`src/rtl/osd_string_writer.sv`:
```
// OSD string writer: streams a NUL-terminated string from the string ROM into
// character RAM at one character per cycle, with optional field padding and highlight.
`timescale 1ns/1ps
module osd_string_writer #(
    parameter int          ADDR_W   = 11,
    parameter int          IDX_W    = 6,
    parameter int          STR_AW   = 9,
    parameter int          FIELD_W  = 0,
    parameter int          MAX_LEN  = 32,
    parameter logic [7:0]  PAD_CHAR = 8'h20,
    parameter string       STR_INIT = "",
    parameter string       OFS_INIT = ""
) (
    input  logic              clk,
    input  logic              reset_n,
    input  logic              req_valid,
    output logic              req_ready,
    input  logic [IDX_W-1:0]  req_index,
    input  logic [ADDR_W-1:0] req_base,
    input  logic              req_hilite,
    output logic              wr_en,
    input  logic              wr_ready,
    output logic [ADDR_W-1:0] wr_addr,
    output logic [7:0]        wr_data,
    output logic              done,
    output logic [7:0]        str_len
);

    localparam int NUM_STR   = 2**IDX_W;
    localparam int STR_DEPTH = 2**STR_AW;
    localparam int LIMIT     = (FIELD_W > 0) ? FIELD_W : MAX_LEN;
    localparam int CNT_W     = $clog2(LIMIT + 1);
    localparam logic [CNT_W-1:0] LIMIT_C = CNT_W'(LIMIT);
    localparam bit   PAD_EN  = (FIELD_W > 0);

    typedef enum logic [2:0] {
        S_IDLE, S_OFS, S_PRIME, S_STREAM, S_PAD, S_DONE
    } state_t;

    state_t             state;
    logic [7:0]         str_rom [STR_DEPTH];
    logic [STR_AW-1:0]  ofs_rom [NUM_STR];

    logic [IDX_W-1:0]   idx_q;
    logic [ADDR_W-1:0]  base_q;
    logic               hilite_q;
    logic [STR_AW-1:0]  ofs_q;
    logic [7:0]         rom_q;
    logic [STR_AW-1:0]  fetch_i;
    logic [CNT_W-1:0]   out_i;

    logic               load;
    logic               at_limit;
    logic               is_nul;
    logic               advance;
    logic               rom_en;
    logic [STR_AW-1:0]  rom_addr;
    logic [7:0]         hi_mask;
    logic [ADDR_W-1:0]  out_addr;

    // The output register may take a new character when it is empty or being accepted.
    assign load     = !wr_en || wr_ready;
    assign at_limit = (out_i == LIMIT_C);
    assign is_nul   = (rom_q == 8'h00);
    assign advance  = (state == S_STREAM) && load && !at_limit && !is_nul;
    assign rom_en   = (state == S_PRIME) || advance;
    assign rom_addr = ofs_q + fetch_i;
    assign hi_mask  = {hilite_q, 7'b0};
    assign out_addr = base_q + ADDR_W'(out_i);

    // NOTE: ROM read registers have no reset; memories cannot be reset and these
    // registers are always refilled by the PRIME fetch before being consumed.
    always_ff @(posedge clk) begin
        ofs_q <= ofs_rom[idx_q];
        if (rom_en) rom_q <= str_rom[rom_addr];
    end

    // NOTE: all state and outputs use non-blocking assignments so every branch
    // below sees the pre-edge values of the registers it reads.
    always_ff @(posedge clk or negedge reset_n) begin
        if (!reset_n) begin
            state     <= S_IDLE;
            req_ready <= 1'b1;
            wr_en     <= 1'b0;
            wr_addr   <= '0;
            wr_data   <= '0;
            done      <= 1'b0;
            str_len   <= '0;
            idx_q     <= '0;
            base_q    <= '0;
            hilite_q  <= 1'b0;
            fetch_i   <= '0;
            out_i     <= '0;
        end else begin
            done <= 1'b0;
            case (state)
                S_IDLE: begin
                    if (req_valid && req_ready) begin
                        idx_q     <= req_index;
                        base_q    <= req_base;
                        hilite_q  <= req_hilite;
                        fetch_i   <= '0;
                        out_i     <= '0;
                        str_len   <= '0;
                        req_ready <= 1'b0;
                        state     <= S_OFS;
                    end
                end
                S_OFS: state <= S_PRIME;
                S_PRIME: begin
                    fetch_i <= fetch_i + 1'b1;
                    state   <= S_STREAM;
                end
                S_STREAM: begin
                    if (load) begin
                        if (at_limit || (is_nul && !PAD_EN)) begin
                            wr_en <= 1'b0;
                            done  <= 1'b1;
                            state <= S_DONE;
                        end else if (is_nul) begin
                            // Pad character goes straight into the output register: no bubble.
                            wr_en   <= 1'b1;
                            wr_addr <= out_addr;
                            wr_data <= PAD_CHAR | hi_mask;
                            out_i   <= out_i + 1'b1;
                            state   <= S_PAD;
                        end else begin
                            wr_en   <= 1'b1;
                            wr_addr <= out_addr;
                            wr_data <= rom_q | hi_mask;
                            out_i   <= out_i + 1'b1;
                            fetch_i <= fetch_i + 1'b1;
                            if (str_len != 8'hFF) str_len <= str_len + 8'd1;
                        end
                    end
                end
                S_PAD: begin
                    if (load) begin
                        if (at_limit) begin
                            wr_en <= 1'b0;
                            done  <= 1'b1;
                            state <= S_DONE;
                        end else begin
                            wr_en   <= 1'b1;
                            wr_addr <= out_addr;
                            wr_data <= PAD_CHAR | hi_mask;
                            out_i   <= out_i + 1'b1;
                        end
                    end
                end
                S_DONE: begin
                    req_ready <= 1'b1;
                    state     <= S_IDLE;
                end
                default: state <= S_IDLE;
            endcase
        end
    end

endmodule

```
`config.mk`:
```
export PLATFORM = sky130hd
export DESIGN_NAME = osd_string_writer
export DESIGN_NICKNAME = d
export VERILOG_FILES = /design/src/rtl/osd_string_writer.sv
export SDC_FILE = /design/constraint.sdc
export NUM_CORES = 1
export LEC_CHECK = 0
export ABC_AREA = 1
export BUFFER_PORTS_ARGS = -buffer_cell sky130_fd_sc_hd__buf_2
export CAP_MARGIN = 30
export CORE_MARGIN = 2
export CORE_UTILIZATION = 58
export CTS_CLUSTER_SIZE = 10
export DETAILED_ROUTE_END_ITERATION = 6
export PLACE_DENSITY_LB_ADDON = 0.2
export SETUP_SLACK_MARGIN = 0.15
export SYNTH_ARGS = -nofsm -noshare
export SYNTH_HDL_FRONTEND = slang
export SYNTH_MEMORY_MAX_BITS = 65536
export SYNTH_SLANG_ARGS = --single-unit
```
`constraint.sdc`:
```
create_clock -name clk -period 3.6 [get_ports clk]
set_clock_uncertainty 0.2 [all_clocks]
set_input_delay 0.36 -clock clk [delete_from_list [all_inputs] [get_ports clk]]
set_output_delay 0.36 -clock clk [all_outputs]
set_load 0.05 [all_outputs]
```
---- Yosys cells after proc, flatten, opt, wreduce, memory -nomap -nowiden ----
Cells that the tools add are included.
word-level totals
  register bits ........................... 59
  output and inout bits ................... 30
  logic and storage cells ................. 96
cells by class
  add/sub/neg operators ................... 3
  equal/unequal tests ..................... 16
  mux-type cells .......................... 42
  bitwise gates (word level) .............. 1
  reduce and logical (&&, ||, !) cells .... 23
operator list
  operator               count
  $mux W8                10
  $mux W11               4
  $pmux W8 S2            2
  $mux W6                5
  $pmux W11 S2           1
  $mux W3                6
  $pmux W6 S3            1
  $pmux W3 S5            1
  $ne A2 B2 Y1 const B   7
  $reduce_and A6 Y1      2
  $add A11 B6 Y11        1
  $reduce_and A5 Y1      2
  $mux W1                9
  $add A8 B1 Y8 const B  1
  $logic_not A8 Y1       1
  $ne A8 B8 Y1 const B   1
  $or A8 B8 Y8           1
  $add A6 B1 Y6 const B  1
  $eq A3 B2 Y1 const B   2
  $eq A3 B3 Y1 const B   2
  $eq A6 B6 Y1 const B   1
  $pmux W1 S2            3
  $reduce_bool A2 Y1     3
  $logic_and A1 B1 Y1    4
  9 further kinds        14

---- Longest topological paths before layout ----
Gate-level depths: netlist (run 1).
  depth in word-level cells ............... 6
  gate-level depth with buffers ........... 10
  depth with buffers taken out ............ 10

---- Worst setup path before layout (run 1) ----
Ideal clock, no wire load.
  kind .................................... register to register
  start point ............................. reg out_i[0]
  end point ............................... reg wr_addr[4]
  setup time .............................. 121 ps
  data arrival time ....................... 1539 ps
  data required time ...................... 3279 ps
  setup slack ............................. 1739 ps
  cell stages (with the launch flop) ...... 8
  buffers on the path ..................... 0
  cells stage by stage .................... dfrtp_1 > ha_1 > fa_1 > nand2_1 > nand3_1 > nand2_1 > xor2_1 > o21ai_2
on the way
  cells in the longest elaborated chain, start to end .. 4
  elaborated cells on any way between the ends .. 11
  those cells by class .................... 1 x add/sub; 3 x eq/ne; 5 x mux; 2 x reduce/logical
ends and longest elaborated chain
  element                                            line    text
  start, declared                                    50      logic [CNT_W-1:0] out_i;
  start signal, assigned                             125     out_i <= out_i + 1'b1;
  start signal, assigned                             131     out_i <= out_i + 1'b1;
  start signal, assigned                             147     out_i <= out_i + 1'b1;
  $add A11 B6 Y11 or $eq A6 B6 Y1 (tied branches)    69, 63
  $mux W11 (tied with other cells)                   139     if (at_limit) begin
  $mux W11 (tied with other cells)                   138     if (load) begin
  $pmux W11 S2 or $reduce_and A5 Y1 (tied branches)  --
  end signal, assigned                               123     wr_addr <= out_addr;
  end signal, assigned                               129     wr_addr <= out_addr;
  end signal, assigned                               145     wr_addr <= out_addr;
  end, declared                                      23      output logic [ADDR_W-1:0] wr_addr,
Parallel ways exist; a longest one is shown, timed or not. The select of a mux whose other input is x is not followed.
A chain may end at the register's enable or synchronous reset.

---- Final worst setup path (run 1) ----
Ends and elaborated chain as after synthesis.

==> results of run 1 <==
-- placed cells by master, fill, tap and decap left out, drive strengths merged --
master / synthesis / layout
clkbuf: 0 / 5
xnor2: 1 / 1
xor2: 3 / 3
o211ai: 1 / 1
nand3: 19 / 19
nand4: 3 / 3
nand3b: 4 / 4
fa: 1 / 1
a21oi: 7 / 7
inv: 30 / 31
mux2: 10 / 10
bufinv: 0 / 2
buf: 10 / 40
a32o: 1 / 1
nand2: 86 / 86
dlygate4sd3: 0 / 1
nor2: 25 / 25
dfstp: 1 / 1
conb: 1 / 6
or2: 1 / 1
ha: 8 / 8
o21ai: 14 / 14
dfrtp: 44 / 44
-- worst max-delay path: cells and delay by family, from the launching register on --
family                   cells  cell delay [ns]
AO/OA/AOI/OAI                1             0.07
XOR/XNOR                     1             0.17
adder cells (fa/ha/maj)      2             0.73
flip-flops                   1             0.46
AND/OR/NAND/NOR              3             0.27
-- cell families (layout without fill, tap and decap cells) --
logic type	count (synthesis)	in the layout	share of synthesized area (%)
AOI/OAI and AO/OA	23	23	5.85
and+or+nand+nor	138	138	26.1
adders and majority gates	9	9	5.10
xor gates and xnor gates	4	4	1.49
buffers and inverters	40	79	8.61
muxes	10	10	4.78
other	1	6	0.159
DFF	45	45	47.9
-- worst paths after layout --
| check | startpoint | end | slack, ns | cells past startpoint |
|---|---|---|---|---|
| setup / recovery | out_i[0] | wr_addr[4] | 1.60 | 7 |
| hold / removal | req_base[10] | base_q[10] | 0.08 | 2 |
| setup reg to reg | out_i[0] | wr_addr[4] | 1.60 | 7 |
| hold reg to reg | str_len[1] | str_len[1] | 0.27 | 2 |
| max in group asynchronous | reset_n | req_ready | 2.24 | 3 |
| min in group asynchronous | reset_n | str_len[4] | 0.39 | 2 |
-- state kept, by name, summed over array words and instances (netlist names) --
register / count
hilite_q: 1
wr_data: 2
done: 1
str_len: 8
state: 3
out_i: 6
base_q: 11
req_ready: 1
wr_en: 1
wr_addr: 11
-- metrics by stage --
step           cell area [µm²]  instances  hold slack [ns]  utilization (%)  worst slack (ns)
6_report                  2720        364           0.0836             68.9              1.60
5_1_grt                   2720        364           0.0742             68.9              1.43
4_1_cts                   2680        362           0.0412             68.0              1.59
3_5_place_dp              2540        354            0.246             64.5              1.60
3_3_place_gp              2540        354            0.243             64.5              1.62
2_1_floorplan             2370        275           -0.136                -              1.74
-- layer usage --
layer / part of all wire (%) / global-route usage, %
met4: 1.5 / 9.95
met3: 3.9 / 4.00
met2: 47 / 35.4
met5: 0 / 0
met1: 47 / 25.1
-- power by group --
part | switching (mW) | total [mW] | internal (mW)
combinational | 0.0404 | 0.0545 | 0.0141
clock | 0.181 | 0.461 | 0.279
sequential | 0.00246 | 0.511 | 0.508
total | 0.224 | 1.03 | 0.802
-- area by class of cell --
| class | instances | area [µm²] | area share (%) |
|---|---|---|---|
| flip-flops and latches | 45 | 1130 | 41.5 |
| multi-input cells | 190 | 1040 | 38.4 |
| repair buffers | 41 | 233 | 8.56 |
| inverters | 30 | 115 | 4.24 |
| clock buffers | 5 | 68.8 | 2.53 |
| clock inverters | 3 | 68.8 | 2.53 |
| well taps | 50 | 62.6 | 2.30 |
==> flow_metrics.py, run 1 <==
metrics = {
    "final_layout": {
        "num-fill-cells": 310,
        "fin_nets": 344,
        "drive_gt1_share_pct": 23.9,
        "synthToLayoutAreaGrowth_pct": 15.5,
        "antenna_cells": 0,
    },
    "global_routing": {
        "grt_overflow": 0,
        "grt_antenna_before_repair": 0,
        "grt_pass1_wl_um": 6970,
        "grt.total_usage_pct": 20.8,
        "grt_max_degree": 46,
        "grt_pass1_vias": 1647,
    },
    "place": {
        "dpl.hpwl_um": 3010,
        "port_buffers": 39,
        "place.gp.congestion": 0.860,
    },
    "sta": {
        "final.setup.tns_ns": 0,
        "slew_headroom_pct": 64.3,
        "hold_viol_final": 0,
        "post-route-period-util_pct": 55.7,
        "worstMarginPinSlew_ns": 0.535,
        "period_minus_slack_ns": 2.00,
        "drv_slew": 0,
        "rsz0062_at_grt": "no",
        "final-setup-viol-count": 0,
        "max_freq_ghz": 0.499,
    },
    "drt": {
        "drt_iter0_drc": 87,
        "drc": 0,
        "wire_per_inst_um": 11.6,
        "ant_nets": 0,
        "wirelength_um": 4210,
        "firstDrtPassIters": 4,
        "drt-vias-per-instance": 4.90,
        "routed-via-count": 1784,
    },
    "pwr": {
        "finalPower_mw": 1.03,
        "ir_worst_vdd_v": 0.000307,
        "power.leakage_nw": 1.55,
        "power_density_mw_per_mm2": 378,
    },
    "yosys": {
        "synth_common_cells": "nand2_1 (81), dfrtp_1 (44), inv_1 (27), nor2_1 (22), nand3_1 (18)",
        "yosysSeqAreaShare_pct": 47.9,
        "yosys-top-cells-area": "dfrtp_1 (47%), nand2_1 (13%), mux2_2 (4.8%)",
        "synth_cells": 270,
        "netlist.area_leader.share_pct": 46.8,
        "ys.flop_type": "dfrtp_1",
        "synth_area_mm2": 0.00235,
        "synth_enable_flop_cells": 0,
        "yosys.cell_types.count": 32,
        "async_flop_share_pct": 100,
        "syn_avg_cell_area_um2": 8.72,
        "yosysWarnings": 0,
        "ys_ff_latch": 45,
        "synth_most_common_cell": "nand2_1",
        "yosys.area.top_type": "dfrtp_1",
    },
    "clock_network": {
        "ctsHoldBuffers": 0,
        "cts_buffers": 5,
        "clk_pin_slew_ns": 0.09,
        "cts_tree": "built",
        "cts_setup_buffers": 0,
        "post_cts_resized": 0,
        "cts.path.max_buffers": 2,
        "clock_sinks": 45,
        "cts-root-buf": "clkbuf_8",
        "htreeDepth": 2,
        "clk_latency_ns": 0.30,
    },
    "worst_setup_path": {
        "crit_chain": "ha_1 -> fa_1 -> nand2_1 -> nand3_1 -> nand2_1 -> xor2_1 -> o21ai_2",
        "crit_top_cell": "nand2_1",
        "max_stage_delay_ns": 0.46,
        "crit_arrival_ns": 2.00,
        "cp-start-kind": "flop",
        "required_ns": 3.60,
        "crit_slowest_cell": "dfrtp_1",
        "endpoint_kind": "flop",
        "cp_max_fo": 6,
        "crit_type": "reg2reg",
    },
    "hold_path": {
        "min_path_type": "in2reg",
    },
    "floorplan": {
        "fp-row-count": 23,
        "die-width_um": 67.7,
        "dieArea_mm2": 0.00458,
        "core_mm2": 0.00394,
        "io_pins": 52,
        "start_util_pct": 59.7,
        "die_h_um": 67.7,
    },
    "flow_run": {
        "max-cap-violations": 0,
    },
    "status": {
        "status": "complete, no violations",
    },
}
Note: power is estimated with default switching activity, not from simulation.
==> run 2: changes to the inputs <==
--- a/config.mk
+++ b/config.mk
@@ -5,11 +5,11 @@
 export SDC_FILE = /design/constraint.sdc
 export NUM_CORES = 1
 export LEC_CHECK = 0
-export ABC_AREA = 1
+export ABC_AREA = 0
 export BUFFER_PORTS_ARGS = -buffer_cell sky130_fd_sc_hd__buf_2
 export CAP_MARGIN = 30
 export CORE_MARGIN = 2
-export CORE_UTILIZATION = 58
+export CORE_UTILIZATION = 48
 export CTS_CLUSTER_SIZE = 10
 export DETAILED_ROUTE_END_ITERATION = 6
 export PLACE_DENSITY_LB_ADDON = 0.2
==> constraint.sdc (replaced) <==
create_clock -name clk -period 1.65 [get_ports clk]
set_clock_uncertainty 0.2 [all_clocks]
set_input_delay 0.165 -clock clk [delete_from_list [all_inputs] [get_ports clk]]
set_output_delay 0.165 -clock clk [all_outputs]
set_load 0.05 [all_outputs]
==> flow_metrics.py, run 2 <==
metrics = {
    "drt": {
        "drc": 0,
        "firstDrtPassIters": 4,
        "wire_per_inst_um": 17.3,
        "ant_nets": 0,
        "routed-via-count": 2084,
        "wirelength_um": 6520,
        "drt_iter0_drc": 176,
        "drt-vias-per-instance": 5.53,
    },
    "worst_setup_path": {
        "crit_chain": "inv_1 -> ha_4 -> nor4bb_4 -> a211o_1 -> or4_1 -> nand3_1",
        "cp-start-kind": "flop",
        "crit_arrival_ns": 2.05,
        "max_stage_delay_ns": 0.50,
        "cp_num_buf_inv": 1,
        "endpoint_kind": "flop",
        "reg2regPathDepth": 6,
        "required_ns": 1.69,
        "r2r_start": "out_i[0]",
        "cp_max_fo": 3,
        "startpoint": "out_i[0]",
        "critical_path.top_delay_family": "simple AND/OR/NAND/NOR gates",
        "crit_slowest_cell": "or4_1",
        "cp_num_cells": 6,
        "crit_type": "reg2reg",
    },
    "sta": {
        "final.setup.tns_ns": -8.37,
        "rsz0062_at_grt": "yes",
        "period_minus_slack_ns": 2.00,
        "final-setup-viol-count": 39,
        "drv_slew": 0,
        "hold_viol_final": 0,
        "post-route-period-util_pct": 121,
        "fin_ws_ns": -0.353,
        "max_freq_ghz": 0.499,
    },
    "global_routing": {
        "grt_max_degree": 18,
        "grt_pass1_wl_um": 10500,
        "grt_pass1_vias": 2096,
        "grt_overflow": 0,
        "grt.total_usage_pct": 25.9,
        "grt_antenna_before_repair": 0,
    },
    "clock_network": {
        "clk_pin_slew_ns": 0.09,
        "clk_latency_ns": 0.31,
        "cts_buffers": 5,
        "cts_tree": "built",
        "cts.path.max_buffers": 2,
        "cts-root-buf": "clkbuf_8",
        "htreeDepth": 2,
        "clock_sinks": 45,
    },
    "yosys": {
        "synth_enable_flop_cells": 0,
        "ys.flop_type": "dfrtp_1",
        "synth_most_common_cell": "dfrtp_1",
        "synth_area_mm2": 0.00226,
        "synth_common_cells": "dfrtp_1 (44), nand2_1 (22), nor2_1 (18), mux2_2 (13), nor2b_1 (12)",
        "syn_avg_cell_area_um2": 10.4,
        "netlist.area_leader.share_pct": 48.6,
        "ys_ff_latch": 45,
        "yosysSeqAreaShare_pct": 49.8,
        "yosys.area.top_type": "dfrtp_1",
        "synth_cells": 217,
        "yosys-top-cells-area": "dfrtp_1 (49%), mux2_2 (6.5%), ha_1 (4.4%)",
        "async_flop_share_pct": 100,
        "yosys.cell_types.count": 42,
        "yosysWarnings": 0,
    },
    "final_layout": {
        "multiInputGateArea_mm2": 0.00142,
        "layout_common_cells": "dfrtp_1 (42), buf_4 (42), buf_2 (38)",
        "antenna_cells": 0,
        "drive_gt1_share_pct": 51.7,
        "fin_nets": 355,
        "reg_top3": "base_q x11, wr_addr x11, str_len x8",
        "final_area_mm2": 0.00368,
        "num-fill-cells": 238,
        "synthToLayoutAreaGrowth_pct": 62.3,
        "final-seq-area_mm2": 0.00113,
    },
    "floorplan": {
        "start_util_pct": 51.0,
        "io_pins": 52,
        "fp-row-count": 24,
        "die-width_um": 72.7,
        "core_mm2": 0.00444,
        "die_h_um": 72.7,
        "dieArea_mm2": 0.00528,
    },
    "pwr": {
        "power_density_mw_per_mm2": 573,
        "finalPower_mw": 2.11,
        "power.leakage_nw": 1.71,
        "ir_worst_vdd_v": 0.000496,
    },
    "place": {
        "placed_cell_area_mm2": 0.00294,
        "dpl.hpwl_um": 3990,
        "port_buffers": 39,
        "place.gp.congestion": 0.854,
    },
    "status": {
        "status": "finished with violations",
        "failed_checks": "setup timing",
    },
    "hold_path": {
        "min_path_type": "in2async",
    },
    "flow_run": {
        "max-cap-violations": 0,
    },
}
==> run 2: cell types whose count changed after synthesis, moves of 5 or more <==
| cell | delta |
|---|---|
| clkbuf_1 | +5 |
| nor2b_1 | +12 |
| nand3_1 | -13 |
| or4_1 | +5 |
| inv_1 | -21 |
| o31ai_1 | +6 |
| nand2_1 | -59 |
==> run 2: kinds of logic after synthesis <==
logic type      after synthesis  share of synthesized area [%]
mux                          14                           6.91
fa+ha+maj                     9                           5.30
other cells                   1                          0.166
buf+inv                      21                           4.92
simple gates                 82                           19.0
flops                        45                           49.8
compound gates               43                           13.1
xor+xnor                      2                          0.774
==> run 2: cell type report <==
class | count | share of cell area (%)
multi-input cells | 156 | 38.7
flip-flops and latches | 45 | 30.7
repair buffers | 110 | 25.0
clock buffers | 7 | 2.35
well taps | 52 | 1.77
clock inverters | 1 | 0.817
inverters | 6 | 0.613
==> run 2: through the flow <==
step	util, %	instances	setup slack [ns]	hold slack [ns]
after floorplan	-	222	-0.373	-0.331
after global placement	66.1	343	-0.303	-0.111
after global routing	82.7	377	-0.405	0.118
after CTS	79.7	375	-0.317	0.0214
final	82.7	377	-0.353	0.0880
after detailed placement	66.1	343	-0.370	-0.107
==> run 2: timing repair <==
action | CTS | global route
setup buffers | 8 | 2
gates cloned | 3 | 0
pin swaps | 25 | 4
hold buffers | 13 | 0
gates resized for setup | 51 | 19
endpoints found under the hold margin | 57 | 0
setup endpoints to repair | 43 | 43
==> run 2: metal layers <==
layer	routed length, µm	up-vias	GRT usage, %
met5	0	-	0
met2	3370	60	41.9
met3	254	12	4.14
met1	2800	1034	36.5
li1	-	978	-
met4	88	0	7.00
==> run 2: path summary, 6_finish.rpt <==
kind,slack (ns),end
worst max-delay path,-0.35,wr_addr[6]
worst min-delay path,0.09,base_q[1]
worst max register to register,-0.35,wr_addr[6]
worst min register to register,0.28,wr_addr[0]
max in group asynchronous,0.61,base_q[7]
min in group clk,0.09,wr_en
==> run 2: where the power goes <==
group / switching (mW) / total, mW / internal [mW]
sequential: 0 / 1.10 / 1.10
clock: 0.399 / 0.893 / 0.494
combinational: 0.0714 / 0.112 / 0.0408
==> run 3: changes to the inputs <==
--- a/config.mk
+++ b/config.mk
@@ -7,13 +7,13 @@
 export LEC_CHECK = 0
 export ABC_AREA = 0
 export BUFFER_PORTS_ARGS = -buffer_cell sky130_fd_sc_hd__buf_2
-export CAP_MARGIN = 30
+export CAP_MARGIN = 40
 export CORE_MARGIN = 2
 export CORE_UTILIZATION = 48
-export CTS_CLUSTER_SIZE = 10
+export CTS_CLUSTER_SIZE = 30
 export DETAILED_ROUTE_END_ITERATION = 6
 export PLACE_DENSITY_LB_ADDON = 0.2
-export SETUP_SLACK_MARGIN = 0.15
+export SETUP_SLACK_MARGIN = 0.4
 export SYNTH_ARGS = -nofsm -noshare
 export SYNTH_HDL_FRONTEND = slang
 export SYNTH_MEMORY_MAX_BITS = 65536
==> flow_metrics.py, run 3 (synthesized netlist as in run 2, its figures left out) <==
metrics = {
    "status": {
        "status": "finished with violations",
        "failed_checks": "setup timing",
    },
    "worst_setup_path": {
        "endpoint_kind": "flop",
        "crit_slowest_cell": "or4_1",
        "cp_max_fo": 4,
        "cp-start-kind": "flop",
        "cp_num_buf_inv": 0,
        "cp_num_cells": 5,
        "max_stage_delay_ns": 0.50,
        "r2r_start": "out_i[3]",
        "crit_chain": "ha_4 -> o21ai_2 -> o21a_1 -> or4_1 -> a31oi_1",
        "critical_path.top_delay_family": "simple AND/OR/NAND/NOR gates",
        "crit_path_end": "wr_addr[7]",
        "startpoint": "out_i[3]",
        "reg2reg_setup_slack_ns": -0.35,
        "reg2regPathDepth": 5,
        "crit_type": "reg2reg",
        "required_ns": 1.67,
        "crit_arrival_ns": 2.03,
        "rr_endpoint": "wr_addr[7]",
    },
    "pwr": {
        "pwr-share-seq_pct": 57.5,
        "switching_share_pct": 24.6,
        "clockPowerShare_pct": 36.7,
        "ir_worst_vdd_v": 0.000592,
        "power_density_mw_per_mm2": 498,
        "power.leakage_nw": 1.75,
        "finalPower_mw": 1.91,
        "switchingPower_uw": 470,
        "pwr-share-comb_pct": 5.8,
        "intPower_mw": 1.44,
    },
    "sta": {
        "post-route-period-util_pct": 121,
        "final-setup-viol-count": 39,
        "final.setup.tns_ns": -8.60,
        "hold_viol_final": 0,
        "period_minus_slack_ns": 2.00,
        "drv_slew": 0,
        "fin_ws_ns": -0.355,
        "max_freq_ghz": 0.499,
        "rsz0062_at_grt": "yes",
    },
    "clock_network": {
        "clk_latency_ns": 0.31,
        "cts.path.max_buffers": 2,
        "cts_buffers": 5,
        "cts_tree": "built",
        "htreeDepth": 2,
        "clk_pin_slew_ns": 0.09,
        "clock_sinks": 45,
        "cts-root-buf": "clkbuf_8",
    },
    "final_layout": {
        "num-fill-cells": 204,
        "final_util_pct": 86.5,
        "drive_gt1_share_pct": 53.0,
        "antenna_cells": 0,
        "synthToLayoutAreaGrowth_pct": 69.8,
        "reg_top3": "base_q x11, wr_addr x11, str_len x8",
        "layout_common_cells": "dfrtp_1 (40), buf_6 (40), buf_4 (35)",
        "fin_nets": 360,
        "final-instance-count-excl-fill": 382,
    },
    "drt": {
        "drc": 0,
        "wire_per_inst_um": 18.7,
        "ant_nets": 0,
        "firstDrtPassIters": 4,
        "routed-via-count": 2244,
        "drt-vias-per-instance": 5.87,
        "drt_iter0_drc": 168,
        "wirelength_um": 7150,
    },
    "place": {
        "port_buffers": 39,
        "post-place-ws_ns": -0.371,
        "dpl.hpwl_um": 3730,
        "place_inst": 337,
        "place.gp.congestion": 0.811,
    },
    "global_routing": {
        "grt_overflow": 0,
        "grt_max_degree": 30,
        "grt_antenna_before_repair": 0,
        "grt_pass1_wl_um": 10100,
        "grt_pass1_vias": 2133,
        "grt.total_usage_pct": 24.8,
    },
    "floorplan": {
        "start_util_pct": 51.0,
        "die-width_um": 72.7,
        "fp-row-count": 24,
        "dieArea_mm2": 0.00528,
        "core_mm2": 0.00444,
        "io_pins": 52,
        "die_h_um": 72.7,
    },
    "hold_path": {
        "min_path_type": "in2reg",
    },
    "flow_run": {
        "max-cap-violations": 0,
    },
}
==> run 3: power by group through the flow <==
stage	Clock, mW	Combinational [mW]	Sequential [mW]
2_1_floorplan	0	0.0476	1.12
3_3_place_gp	0	0.0845	1.12
3_5_place_dp	0	0.0857	1.12
4_1_cts	0.693	0.110	1.10
5_1_grt	0.757	0.121	1.10
6_report	0.702	0.111	1.10
==> run 3: worst min path at each step <==
stage	start	end	slack (ns)	depth (start not counted)
after floorplan	reset_n	base_q[0]	-0.33	0
after global placement	reset_n	wr_addr[2]	-0.09	1
after detailed placement	reset_n	wr_addr[3]	-0.08	1
after CTS	wr_ready	wr_en	0.01	4
after global routing	wr_ready	wr_en	0.05	4
final	wr_ready	wr_en	0.04	4
==> run 3: routing by layer <==
| metal | global-route usage [%] | vias up | share of wire, % |
|---|---|---|---|
| li1 | - | 990 | - |
| met1 | 32.9 | 1110 | 40 |
| met2 | 42.1 | 119 | 51 |
| met3 | 4.70 | 25 | 6.2 |
| met4 | 6.17 | 0 | 3.2 |
| met5 | 0 | - | 0 |
==> run 3: timing repair <==
action                                  4_1_cts  5_1_grt
gates resized for setup                      90       37
pin swaps                                    17        7
cloned                                        4        0
buffers inserted                              8       12
endpoints found under the setup margin       68       66
hold endpoints to repair                     56        0
hold buffers                                 13        0
==> run 3: worst register-to-register path: stages (launching register included) <==
cell	delay (ns)
dfrtp_2	0.44
ha_4	0.29
o21ai_2	0.07
o21a_1	0.25
or4_1	0.50
a31oi_1	0.17
==> run 3: layout make-up <==
class,instances,area [µm²],area share [%]
Timing Repair Buffer,115,1150,29.8
Clock inverter,1,7.51,0.195
Tap cell,52,65.1,1.69
Clock buffer,7,76.3,1.98
Multi-Input combinational cell,156,1400,36.3
Inverter,6,22.5,0.586
Sequential cell,45,1130,29.4
==> run 3: through the flow <==
stage / hold slack (ns) / area [µm²]
2_1_floorplan: -0.331 / 2450
3_3_place_gp: -0.0871 / 2910
3_5_place_dp: -0.0777 / 2910
4_1_cts: 0.0136 / 3620
5_1_grt: 0.0474 / 3850
6_report: 0.0400 / 3850
